### config.mk
export PLATFORM = sky130hd
export DESIGN_NAME = pending_encoder_32to5
export DESIGN_NICKNAME = d
export VERILOG_FILES = /design/src/rtl/pending_encoder_32to5.sv
export SDC_FILE = /design/constraint.sdc
export NUM_CORES = 1
export LEC_CHECK = 0
export ABC_AREA = 1
export CAP_MARGIN = 25
export CORE_MARGIN = 2
export CORE_UTILIZATION = 30
export DETAILED_ROUTE_END_ITERATION = 12
export PLACE_DENSITY = 0.48
export REMOVE_ABC_BUFFERS = 1
export SYNTH_ARGS = -nofsm -noshare
export SYNTH_HDL_FRONTEND = slang
export SYNTH_SLANG_ARGS = --single-unit
### constraint.sdc
create_clock -name i_clk -period 9.26 [get_ports i_clk]
set_input_delay 1.852 -clock i_clk [delete_from_list [all_inputs] [get_ports i_clk]]
set_output_delay 1.852 -clock i_clk [all_outputs]
set_load 0.01 [all_outputs]
### src/rtl/pending_encoder_32to5.sv
// Pending-request encoder: accumulates a 32-bit request vector and serialises
// it into a stream of 5-bit indices, lowest-numbered bit first.
//
// Ports:
//   i_clk     : clock, all state updates on rising edge
//   i_rst     : synchronous active-high reset
//   i_in      : 32-bit request vector, OR-merged into pending when i_load=1
//   i_load    : load strobe for i_in
//   i_e       : encoder enable; gates o_valid and handshakes
//   i_ack     : consumer accepts o_out (honoured only when o_valid=1)
//   o_out     : index of lowest pending bit, 0 when o_valid=0
//   o_valid   : i_e and at least one bit pending
//   o_count   : registered population count of pending bits (0..32)
//   o_overrun : sticky, a load hit a bit that was already pending
//   o_state   : 0=IDLE, 1=ACTIVE
module pending_encoder_32to5 (
    input  logic        i_clk,
    input  logic        i_rst,
    input  logic [31:0] i_in,
    input  logic        i_load,
    input  logic        i_e,
    input  logic        i_ack,
    output logic [4:0]  o_out,
    output logic        o_valid,
    output logic [5:0]  o_count,
    output logic        o_overrun,
    output logic        o_state
);

    typedef enum logic {
        ST_IDLE   = 1'b0,
        ST_ACTIVE = 1'b1
    } state_t;

    state_t      r_state;
    logic [31:0] r_p;
    logic [5:0]  r_count;
    logic        r_overrun;

    logic [4:0]  w_idx;
    logic        w_valid;
    logic [4:0]  w_out;
    logic        w_hs;
    logic [31:0] w_clr;
    logic [31:0] w_ld;
    logic [31:0] w_p_next;
    logic        w_ovr_hit;
    logic [5:0]  w_pop;

    // Lowest set bit wins: scan from the top so the last match is the lowest.
    always_comb begin
        w_idx = '0;
        for (int i = 31; i >= 0; i--) begin
            if (r_p[i]) begin
                w_idx = 5'(i);
            end
        end
    end

    assign w_valid = i_e & (|r_p);
    assign w_out   = w_valid ? w_idx : 5'd0;
    assign w_hs    = w_valid & i_ack;
    assign w_clr   = w_hs ? (32'h1 << w_out) : 32'h0;
    assign w_ld    = i_load ? i_in : 32'h0;

    // Load is applied after the clear, so a bit loaded on the same edge it
    // is handshaken stays pending and is not counted as an overrun.
    assign w_p_next  = (r_p & ~w_clr) | w_ld;
    assign w_ovr_hit = |(w_ld & r_p & ~w_clr);

    always_comb begin
        w_pop = '0;
        for (int i = 0; i < 32; i++) begin
            w_pop = w_pop + {5'd0, w_p_next[i]};
        end
    end

    always_ff @(posedge i_clk) begin
        if (i_rst) begin
            r_p       <= '0;
            r_count   <= '0;
            r_overrun <= 1'b0;
            r_state   <= ST_IDLE;
        end else begin
            r_p     <= w_p_next;
            r_count <= w_pop;
            if (w_ovr_hit) begin
                r_overrun <= 1'b1;
            end
            unique case (r_state)
                ST_IDLE: begin
                    if (|w_p_next) begin
                        r_state <= ST_ACTIVE;
                    end
                end
                ST_ACTIVE: begin
                    if (w_p_next == 32'h0) begin
                        r_state <= ST_IDLE;
                    end
                end
                default: r_state <= ST_IDLE;
            endcase
        end
    end

    assign o_out     = w_out;
    assign o_valid   = w_valid;
    assign o_count   = r_count;
    assign o_overrun = r_overrun;
    assign o_state   = r_state;

endmodule

==> results.tsv <==
metric	value	unit
post_drt_wl_per_cell	14.83	µm
drv_slew	0	
p_total	1.130	mW
start_util	31.03	%
yosys_most_used_dff	dfxtp_1	
maxCapViolCount	0	
grt_overflow	0	
period_share	89.75	%
final_util	38.51	%
yosysSeqAreaShare	23.49	%
yosys-top-cells-area	dfxtp_1, nand2_1, fa_1, inv_1, nor2_1	
dr_wl_met3	464	µm
place_area	0.004065	mm²
viasPerCell	4.628	
antenna_cells	0	
hpwl	8.921	mm
worst-path-max-fanout	5	
rows	38	
end_kind	flop	
drive_gt1_share	5.051	%
finalSetupViolCount	0	
dr.first_iter.drc_count	155	
fin_hold_ws	0.5237	ns
post_synth.cell_area_avg	6.265	µm²
outcome	completed	
cp.required	9.42	ns
synth_top_area_share	23.49	%
hold_class	reg2reg	
combPwrFrac	63.2	%
ctsHoldBuffers	0	
critPathArrivalTime	8.47	ns
post-place-ws	0.7100	ns
dr.pass1.iters	5	
insertion_delay	0.29	ns
p_int	632.1	µW
switchingPower	497.4	µW
final_nets	662	
yosysWarnings	0	
fin_area	0.004229	mm²
min_period	8.311	ns
power.density	267.1	mW/mm²
worst_slew_margin_rel	48.90	%
cts_tree	built	
cts_htree_levels	2	
tns	0	ns
critical_path_class	in2reg	
synthTopCellsByCount	nand2_1, inv_1, nor2_1	
place_congestion	0.9027	
yosysMostFrequentCell	nand2_1	
dr_wl_met2	5.010	mm
synth-edff-count	0	
rsz0062_at_grt	false	
startpoint_type	input port	
fin_ws	0.9488	ns
r2r_start	r_p[24]$_SDFF_PP0_	
syn_area	0.003408	mm²
drt-met1-wl	5.323	mm
ys_seq_elements	40	
final_antenna_net_count	0	
synthArstFlopShare	0	%
hold_viol	0	
die_y	110.6	µm
die_w	110.6	µm
vias	3397	
p_sw_share	44.04	%
cellLeakagePower	2.086	nW
ioPinCount	51	
wl	10.89	mm
worstMarginPinSlew	0.7638	ns
clock-sinks	40	
drc	0	
clkTransAtPathRegs	0.07	ns
min_from	r_p[2]$_SDFF_PP0_	
peakVddDrop	0.0002707	V
yosysUniqueCellTypes	31	
startpoint	i_e	
final.setup_skew	0.005062	ns
port_buffers	50	
fin_cells	734	
top_layer	met4	
die_area	0.01223	mm²
netlist_instances	544	
post_cts_buffers	0	
grt_pass1_vias	3395	
place_inst	726	
ctsResizeCount	0	
p_clk_share	18.3	%
yosysTopAreaCell	dfxtp_1	
cts_buffers	5	
grt_util_all_layers	18.45	%
pwr-share-seq	18.5	%
cts_max_path_buffers	2	
cts_root_buf	clkbuf_16	
grt_antenna_before_repair	0	
clock.fmax	120.3	MHz
syn_to_final_growth	24.08	%
grt_pass1_wl	17.76	mm
grt_max_degree	41	
core-area	0.01098	mm²
-- final timing paths --
path / endpoint / cells after the start / slack, ns
hold reg to reg: r_p[2]$_SDFF_PP0_ / 2 / 0.52
hold / removal: r_p[2]$_SDFF_PP0_ / 2 / 0.52
setup reg to reg: o_count[4]$_SDFF_PP0_ / 28 / 1.70
setup / recovery: o_count[4]$_SDFF_PP0_ / 28 / 0.95
-- sequential cells by signal (all words and copies together), names as in the netlist --
| register | count |
|---|---|
| r_p | 32 |
| o_count | 6 |
| o_overrun | 1 |
| o_state | 1 |
-- placed cells by master, fill, tap and decap left out, types with 5 or more instances in the layout --
cell type	Yosys	layout
nand2_1	159	159
inv_1	94	94
nor2_1	86	86
clkdlybuf4s50_1	0	50
dfxtp_1	40	40
nand3_1	30	30
fa_1	24	24
a21oi_1	18	18
nand4_1	15	15
o21ai_0	11	11
ha_1	8	8
nand3b_1	7	7
nor3_1	5	5
nor2_2	5	5
clkbuf_16	0	5
-- critical path: stages --
cell and delay (ns):
clkdlybuf4s50_1 0.45, inv_1 0.05, a21oi_1 0.30, inv_1 0.13, nor2_1 0.42, nand3_2 0.17, nor2_2 0.23, nand3_1 0.15
a21boi_0 0.57, fa_1 0.53, inv_1 0.08, fa_1 0.45, fa_1 0.46, fa_1 0.49, inv_1 0.05, fa_1 0.49
fa_1 0.41, inv_1 0.07, ha_1 0.13, inv_1 0.06, fa_1 0.40, inv_1 0.08, nand2_1 0.05, inv_1 0.06
nor2_1 0.04, nor2_1 0.13, o21a_1 0.13, nor3_1 0.04
-- power groups by stage --
stage | clock (mW) | combinational (mW) | sequential [mW]
2_1_floorplan | 0 | 0.537 | 0.215
3_3_place_gp | 0 | 0.712 | 0.213
3_5_place_dp | 0 | 0.726 | 0.213
4_1_cts | 0.211 | 0.732 | 0.209
5_1_grt | 0.217 | 0.863 | 0.211
6_report | 0.207 | 0.714 | 0.209
-- layout make-up --
type,instances,area (µm²)
tap,140,175.2
fill,1204,6754
inverter,99,371.6
clock buffer,6,128.9
sequential,40,800.8
multi-input combinational,393,2187
timing repair buffer,54,530.5
clock inverter,2,35.03
-- cells by family (layout without fill, tap and decap cells) --
| family | count (synthesis) | after routing | synth area share [%] |
|---|---|---|---|
| adder cells (fa/ha/maj) | 32 | 32 | 17.03 |
| flip-flops | 40 | 40 | 23.49 |
| buffers and inverters | 111 | 161 | 12.33 |
| AO/OA/AOI/OAI | 39 | 39 | 6.205 |
| AND/OR/NAND/NOR | 322 | 322 | 40.93 |
-- metal layers --
metal | global-route usage, % | vias to the layer above
li1 | - | 1761
met1 | 26.09 | 1549
met3 | 2.470 | 8
met5 | 0 | -
met4 | 3.750 | 0
met2 | 30.18 | 79
Note: power is estimated with default switching activity, not from simulation.
